$ cat src/rtl/alu_pkg.sv
// Shared constants for the ALU control pipeline: main-decoder op values,
// ALU codes and FSM state encoding.
package alu_pkg;

  // Main-decoder ALU op values
  localparam logic [1:0] OP_ADD  = 2'b10;
  localparam logic [1:0] OP_SUB  = 2'b01;
  localparam logic [1:0] OP_FUNC = 2'b00;

  localparam int ALU_ADD = 0;
  localparam int ALU_SUB = 1;

  localparam logic [1:0] ST_IDLE  = 2'd0;
  localparam logic [1:0] ST_WAIT  = 2'd1;
  localparam logic [1:0] ST_VALID = 2'd2;

  // Function-field codes start at this opcode value
  localparam int FUNC_BASE = 2;

endpackage

$ cat src/rtl/alu_ctrl_decode.sv
// Combinational ALU control decode: maps (op, opcode) to a control code and
// flags anything outside the defined encodings as illegal (code forced to ADD).
module alu_ctrl_decode
  import alu_pkg::*;
#(
  parameter int FUNC_W = 4,
  parameter int CTRL_W = 3
) (
  input  logic [1:0]        op,
  input  logic [FUNC_W-1:0] opcode,
  output logic [CTRL_W-1:0] code,
  output logic              illegal
);

  localparam int unsigned OPC_MAX = 2**CTRL_W + FUNC_BASE - 1;

  logic [31:0] opc_ext;

  assign opc_ext = 32'(opcode);

  always_comb begin
    code    = CTRL_W'(ALU_ADD);
    illegal = 1'b0;
    case (op)
      OP_ADD: code = CTRL_W'(ALU_ADD);
      OP_SUB: code = CTRL_W'(ALU_SUB);
      OP_FUNC: begin
        if (opc_ext >= 32'(FUNC_BASE) && opc_ext <= OPC_MAX)
          code = CTRL_W'(opc_ext - 32'(FUNC_BASE));
        else
          illegal = 1'b1;
      end
      default: illegal = 1'b1;
    endcase
  end

endmodule

$ cat src/rtl/alu_ctrl_pipe.sv
// Registered ALU control decode with valid/ready handshakes, optional
// multi-cycle hold-off per control code and a saturating illegal-decode counter.
module alu_ctrl_pipe
  import alu_pkg::*;
#(
  parameter int                    FUNC_W  = 4,
  parameter int                    CTRL_W  = 3,
  parameter logic [2**CTRL_W-1:0]  MC_MASK = 8'b1100_0000,
  parameter int                    MC_LAT  = 4,
  parameter int                    ERR_W   = 8
) (
  input  logic              clk,
  input  logic              rst,
  input  logic              in_valid,
  output logic              in_ready,
  input  logic [1:0]        op,
  input  logic [FUNC_W-1:0] opcode,
  output logic              ctrl_valid,
  input  logic              ctrl_ready,
  output logic [CTRL_W-1:0] ctrl,
  output logic              illegal,
  output logic              busy,
  output logic [ERR_W-1:0]  err_cnt
);

  localparam int CNT_W = $clog2(MC_LAT);

  logic [1:0]        state;
  logic [CNT_W-1:0]  cnt;
  logic [CTRL_W-1:0] dec_code;
  logic              dec_illegal;
  logic              dec_mc;
  logic              accept;

  alu_ctrl_decode #(
    .FUNC_W (FUNC_W),
    .CTRL_W (CTRL_W)
  ) u_decode (
    .op      (op),
    .opcode  (opcode),
    .code    (dec_code),
    .illegal (dec_illegal)
  );

  assign in_ready   = (state == ST_IDLE) || ((state == ST_VALID) && ctrl_ready);
  assign accept     = in_valid && in_ready;
  assign dec_mc     = MC_MASK[dec_code] && !dec_illegal;
  assign ctrl_valid = (state == ST_VALID);
  assign busy       = (state == ST_WAIT);

  // A new accept always wins over the VALID->IDLE drain, giving back-to-back issue.
  always_ff @(posedge clk or posedge rst) begin
    if (rst) begin
      state   <= ST_IDLE;
      cnt     <= '0;
      ctrl    <= '0;
      illegal <= 1'b0;
    end else if (accept) begin
      ctrl    <= dec_code;
      illegal <= dec_illegal;
      if (dec_mc) begin
        state <= ST_WAIT;
        cnt   <= CNT_W'(MC_LAT - 1);
      end else begin
        state <= ST_VALID;
        cnt   <= '0;
      end
    end else begin
      case (state)
        ST_WAIT: begin
          if (cnt == CNT_W'(1)) begin
            state <= ST_VALID;
            cnt   <= '0;
          end else begin
            cnt <= cnt - CNT_W'(1);
          end
        end
        ST_VALID: begin
          if (ctrl_ready)
            state <= ST_IDLE;
        end
        ST_IDLE: ;
        default: state <= ST_IDLE;
      endcase
    end
  end

  always_ff @(posedge clk or posedge rst) begin
    if (rst)
      err_cnt <= '0;
    else if (accept && dec_illegal && (err_cnt != {ERR_W{1'b1}}))
      err_cnt <= err_cnt + ERR_W'(1);
  end

endmodule

$ cat config.mk
export PLATFORM = sky130hd
export DESIGN_NAME = alu_ctrl_pipe
export DESIGN_NICKNAME = d
export VERILOG_FILES = /design/src/rtl/alu_pkg.sv /design/src/rtl/alu_ctrl_decode.sv /design/src/rtl/alu_ctrl_pipe.sv
export SDC_FILE = /design/constraint.sdc
export NUM_CORES = 1
export LEC_CHECK = 0
export CORE_MARGIN = 1.5
export CORE_UTILIZATION = 30
export DETAILED_ROUTE_END_ITERATION = 12
export PLACE_DENSITY = 0.56
export SYNTH_ARGS = -nofsm -noshare
export SYNTH_HDL_FRONTEND = slang
export SYNTH_HIERARCHICAL = 1
export SYNTH_SLANG_ARGS = --single-unit
$ cat constraint.sdc
create_clock -name clk -period 2.35 [get_ports clk]
set_clock_uncertainty 0.2 [all_clocks]
set_input_delay 0.5875 -clock clk [delete_from_list [all_inputs] [get_ports clk]]
set_output_delay 0.5875 -clock clk [all_outputs]
set_load 0.1 [all_outputs]
==> Implementation_results.wiki <==
{| class="wikitable"
! Metric !! Value
|-
| CTS tree || built
|-
| Total Power Consumption || 1.37 mW
|-
| Die Span Y || 57.8 um
|-
| Critical path's top delay family || simple AND/OR/NAND/NOR gates
|-
| Critical-path top delay cell || sky130_fd_sc_hd__mux2_4
|-
| Clock buffer depth || 2
|-
| Number of maximum-capacitance constraint violations || 0
|-
| Final nets || 145
|-
| Post-synthesis area per instance || 10.5 um2
|-
| Run status || finished, violations left
|-
| Chain of cells forming the critical path || dlygate4sd2_1 -> inv_2 -> ha_4 -> nor2b_4 -> a31oi_4 -> nand4_1 -> nor3b_2 -> and3_4 -> mux2_4
|-
| Slew Viols, Final || 0
|-
| Routed metal-1 wirelength || 985 um
|-
| Topmost layer with routed signal wires || met4
|-
| Number of enable-type register cells in the synthesized netlist || 0
|-
| Initial Util || 32.2%
|-
| Diodes inserted || 0
|-
| Count of endpoints failing setup in the final report || 0
|-
| Pre-CTS setup slack || -0.534 ns
|-
| Via count of the first global-routing pass || 869
|-
| Ratio of cells with drive above 1 in the final layout || 43.1%
|-
| Total DRC errors in the routed layout || 4
|-
| Average wire per cell in the routed design || 13.2 um
|-
| Number of synthesis warnings || 6
|-
| Violated checks || design-rule violations
|-
| Sort of element at the start of the critical path || primary input
|-
| Type of the tightest min-delay check || reg -> reg
|-
| Global-route total usage across every layer || 14.8%
|-
| Max VDD drop || 642 uV
|-
| Number of synthesized register bits || 16
|-
| CP Data Arrival Time || 2.27 ns
|-
| Die ar. || 0.00334 mm2
|-
| CTS buffer count || 3
|-
| I/O Buffers || 24
|-
| Required time of the critical path || 2.34 ns
|-
| Fmax || 439 MHz
|-
| Post-Route WL || 2.12 mm
|-
| Syn nets || 100
|-
| Number of iterations in the first detailed-routing pass || 8
|-
| Iteration-0 DRC Markers || 48
|-
| Placer Congestion || 0.779
|-
| Total gr overflow || 0
|-
| FP Rows || 19
|-
| Final critical-path required period || 2.28 ns
|-
| Residual antenna-violating net count after detailed routing || 0
|-
| Area Growth Syn to Fin || 63.9%
|-
| Worst Path Buf+Inv || 2
|-
| Met2 wirelength from detailed routing || 1.01 mm
|-
| Post-synth top flop || sky130_fd_sc_hd__dfrtp_1
|-
| Stage delay of the slowest cell on the critical path || 0.29 ns
|-
| Global-route wire length before repair || 3.84 mm
|-
| Number of distinct library cell variants in the gate-level netlist after synthesis || 34
|-
| Hold Fails Final Rpt || 0
|-
| Ratio of final minimum period to clock period || 96.9%
|-
| Clock Latency Late Sink || 0.29 ns
|-
| Wire length on met3 || 115 um
|-
| Kind of end point of the critical path || flop
|-
| Pin count of the biggest net entering global routing || 17
|-
| Floorplan die width || 57.8 um
|-
| Worst-path maximum fanout || 4
|-
| Sequential area share after synthesis || 44.4%
|-
| Least-Margin Pin Slew || 0.622 ns
|-
| Clock sinks || 16
|-
| Critical path class || in -> reg
|-
| Boundary Pins || 25
|-
| Total standard cell area after synthesis || 902 um2
|-
| Slack of the critical path || 0.0726 ns
|-
| Clock transition at path regs || 0.10 ns
|-
| Via count || 806
|-
| Final core utilization || 52.7%
|-
| Vias per cell || 5.01
|-
| Area of the core region || 0.00281 mm2
|-
| Cell count after synthesis || 86
|-
| Detailed Place HPWL || 1.66 mm
|-
| Number of H-tree branching levels || 1
|-
| Clock Tree Root || sky130_fd_sc_hd__clkbuf_4
|-
| Antenna violations before repair || 0
|-
| Unrepaired setup endpoints after global routing || false
|-
| Max-slew headroom at the worst pin || 58.5%
|-
| Power Dens Cells || 929 mW/mm2
|-
| Static Leakage || 0.677 nW
|-
| Share of flip-flops with an asynchronous set or reset || 100%
|}
==> state kept, by name (all words and copies together), names as in the netlist <==
name	count
err_cnt	8
illegal	1
ctrl	3
state	2
cnt	2
==> layer usage <==
metal	vias up	GRT usage, %
li1	400	-
met1	380	19.3
met2	22	22.9
met3	4	5.13
met4	0	5.32
met5	-	0
==> cells in the final DEF, fill, tap and decap left out, drive strengths merged <==
cell type	Yosys	routed
clkdlybuf4s15	0	3
a21oi	6	6
nand3	2	2
clkdlybuf4s50	0	4
clkbuf	0	4
dfrtp	16	16
nand2	7	7
a21boi	1	1
or3b	1	1
nor3b	2	2
or4b	1	1
or3	1	1
xor2	1	1
and3	2	2
nor3	2	2
o22ai	1	1
inv	6	6
nor2b	3	3
nor2	3	3
ha	4	4
dlygate4sd2	0	2
nand3b	2	2
mux2	6	6
and2b	1	1
a41o	1	1
xnor2	3	3
nand2b	3	3
nand4	1	1
and4	2	2
a31oi	1	1
o21ai	5	5
a41oi	2	2
buf	0	31
==> worst paths after layout <==
check / slack, ns / end / depth (start not counted) / start
hold / removal: 0.30 / illegal / 2 / illegal
setup reg to reg: 0.50 / err_cnt[4] / 4 / err_cnt[0]
hold reg to reg: 0.30 / illegal / 2 / illegal
setup / recovery: 0.07 / err_cnt[5] / 9 / op[0]
max in group asynchronous: 1.04 / err_cnt[0] / 2 / rst
min in group asynchronous: 0.47 / ctrl[1] / 2 / rst
==> synth_stat cells (2+ instances only) <==
cell type                  count  share of area (%)
sky130_fd_sc_hd__nor2_1        3                1.2
sky130_fd_sc_hd__nand3b_1      2                1.7
sky130_fd_sc_hd__ha_1          4                5.5
sky130_fd_sc_hd__nor3_1        2                1.1
sky130_fd_sc_hd__mux2_1        2                2.5
sky130_fd_sc_hd__nor2b_1       2                1.4
sky130_fd_sc_hd__a41oi_1       2                1.9
sky130_fd_sc_hd__inv_1         6                2.5
sky130_fd_sc_hd__nand2b_1      3                2.1
sky130_fd_sc_hd__nand2_1       7                2.9
sky130_fd_sc_hd__xnor2_1       3                2.9
sky130_fd_sc_hd__a21oi_1       6                3.3
sky130_fd_sc_hd__mux2_2        4                5.0
sky130_fd_sc_hd__dfrtp_1      16                 44
sky130_fd_sc_hd__o21ai_0       5                2.8
==> power breakdown <==
group          total, mW  switching, mW  internal (mW)  leakage [nW]
Clock              0.189         0.0946         0.0944        0.0210
Combinational      0.764          0.503          0.261         0.454
Sequential         0.421         0.0879          0.333         0.202
Total               1.37          0.685          0.689         0.677
==> what timing repair did <==
item	4_1_cts	5_1_grt
pin swaps	4	3
setup endpoints to repair	5	1
hold buffers	0	0
setup buffers	1	2
resized for setup	8	2
endpoints found under the hold margin	0	0
==> cell type report <==
cell class | instances | area (um2)
Fill cell | 264 | 1330
Timing Repair Buffer | 40 | 445
Sequential cell | 16 | 403
Clock buffer | 4 | 36.3
Tap cell | 31 | 38.8
Multi-Input combinational cell | 64 | 531
Inverter | 6 | 25.0
==> stage by stage <==
step | instance area [um2] | std cells | hold WS, ns | setup TNS [ns]
final | 1480 | 161 | 0.296 | 0
after global routing | 1480 | 161 | 0.350 | 0
after CTS | 1460 | 159 | 0.297 | 0
after detailed placement | 1420 | 154 | 0.271 | -3.87
after global placement | 1420 | 154 | 0.270 | -3.56
after floorplan | 953 | 86 | 0.301 | 0
==> cell families after synthesis <==
logic type	synth area share [%]
AOI/OAI and AO/OA	11.4
xor gates and xnor gates	3.88
adders and majority gates	5.55
buffers and inverters	2.50
DFF	44.4
muxes	7.49
and+or+nand+nor	24.8
==> worst register-to-register path, delay by kind of cell (launching register included) <==
kind | cells | cell delay, ns
AND/OR/NAND/NOR | 2 | 0.73
flip-flops | 1 | 0.44
adder cells (fa/ha/maj) | 1 | 0.22
XOR/XNOR | 1 | 0.15
No activity file was read; power rests on OpenSTA's default activity.
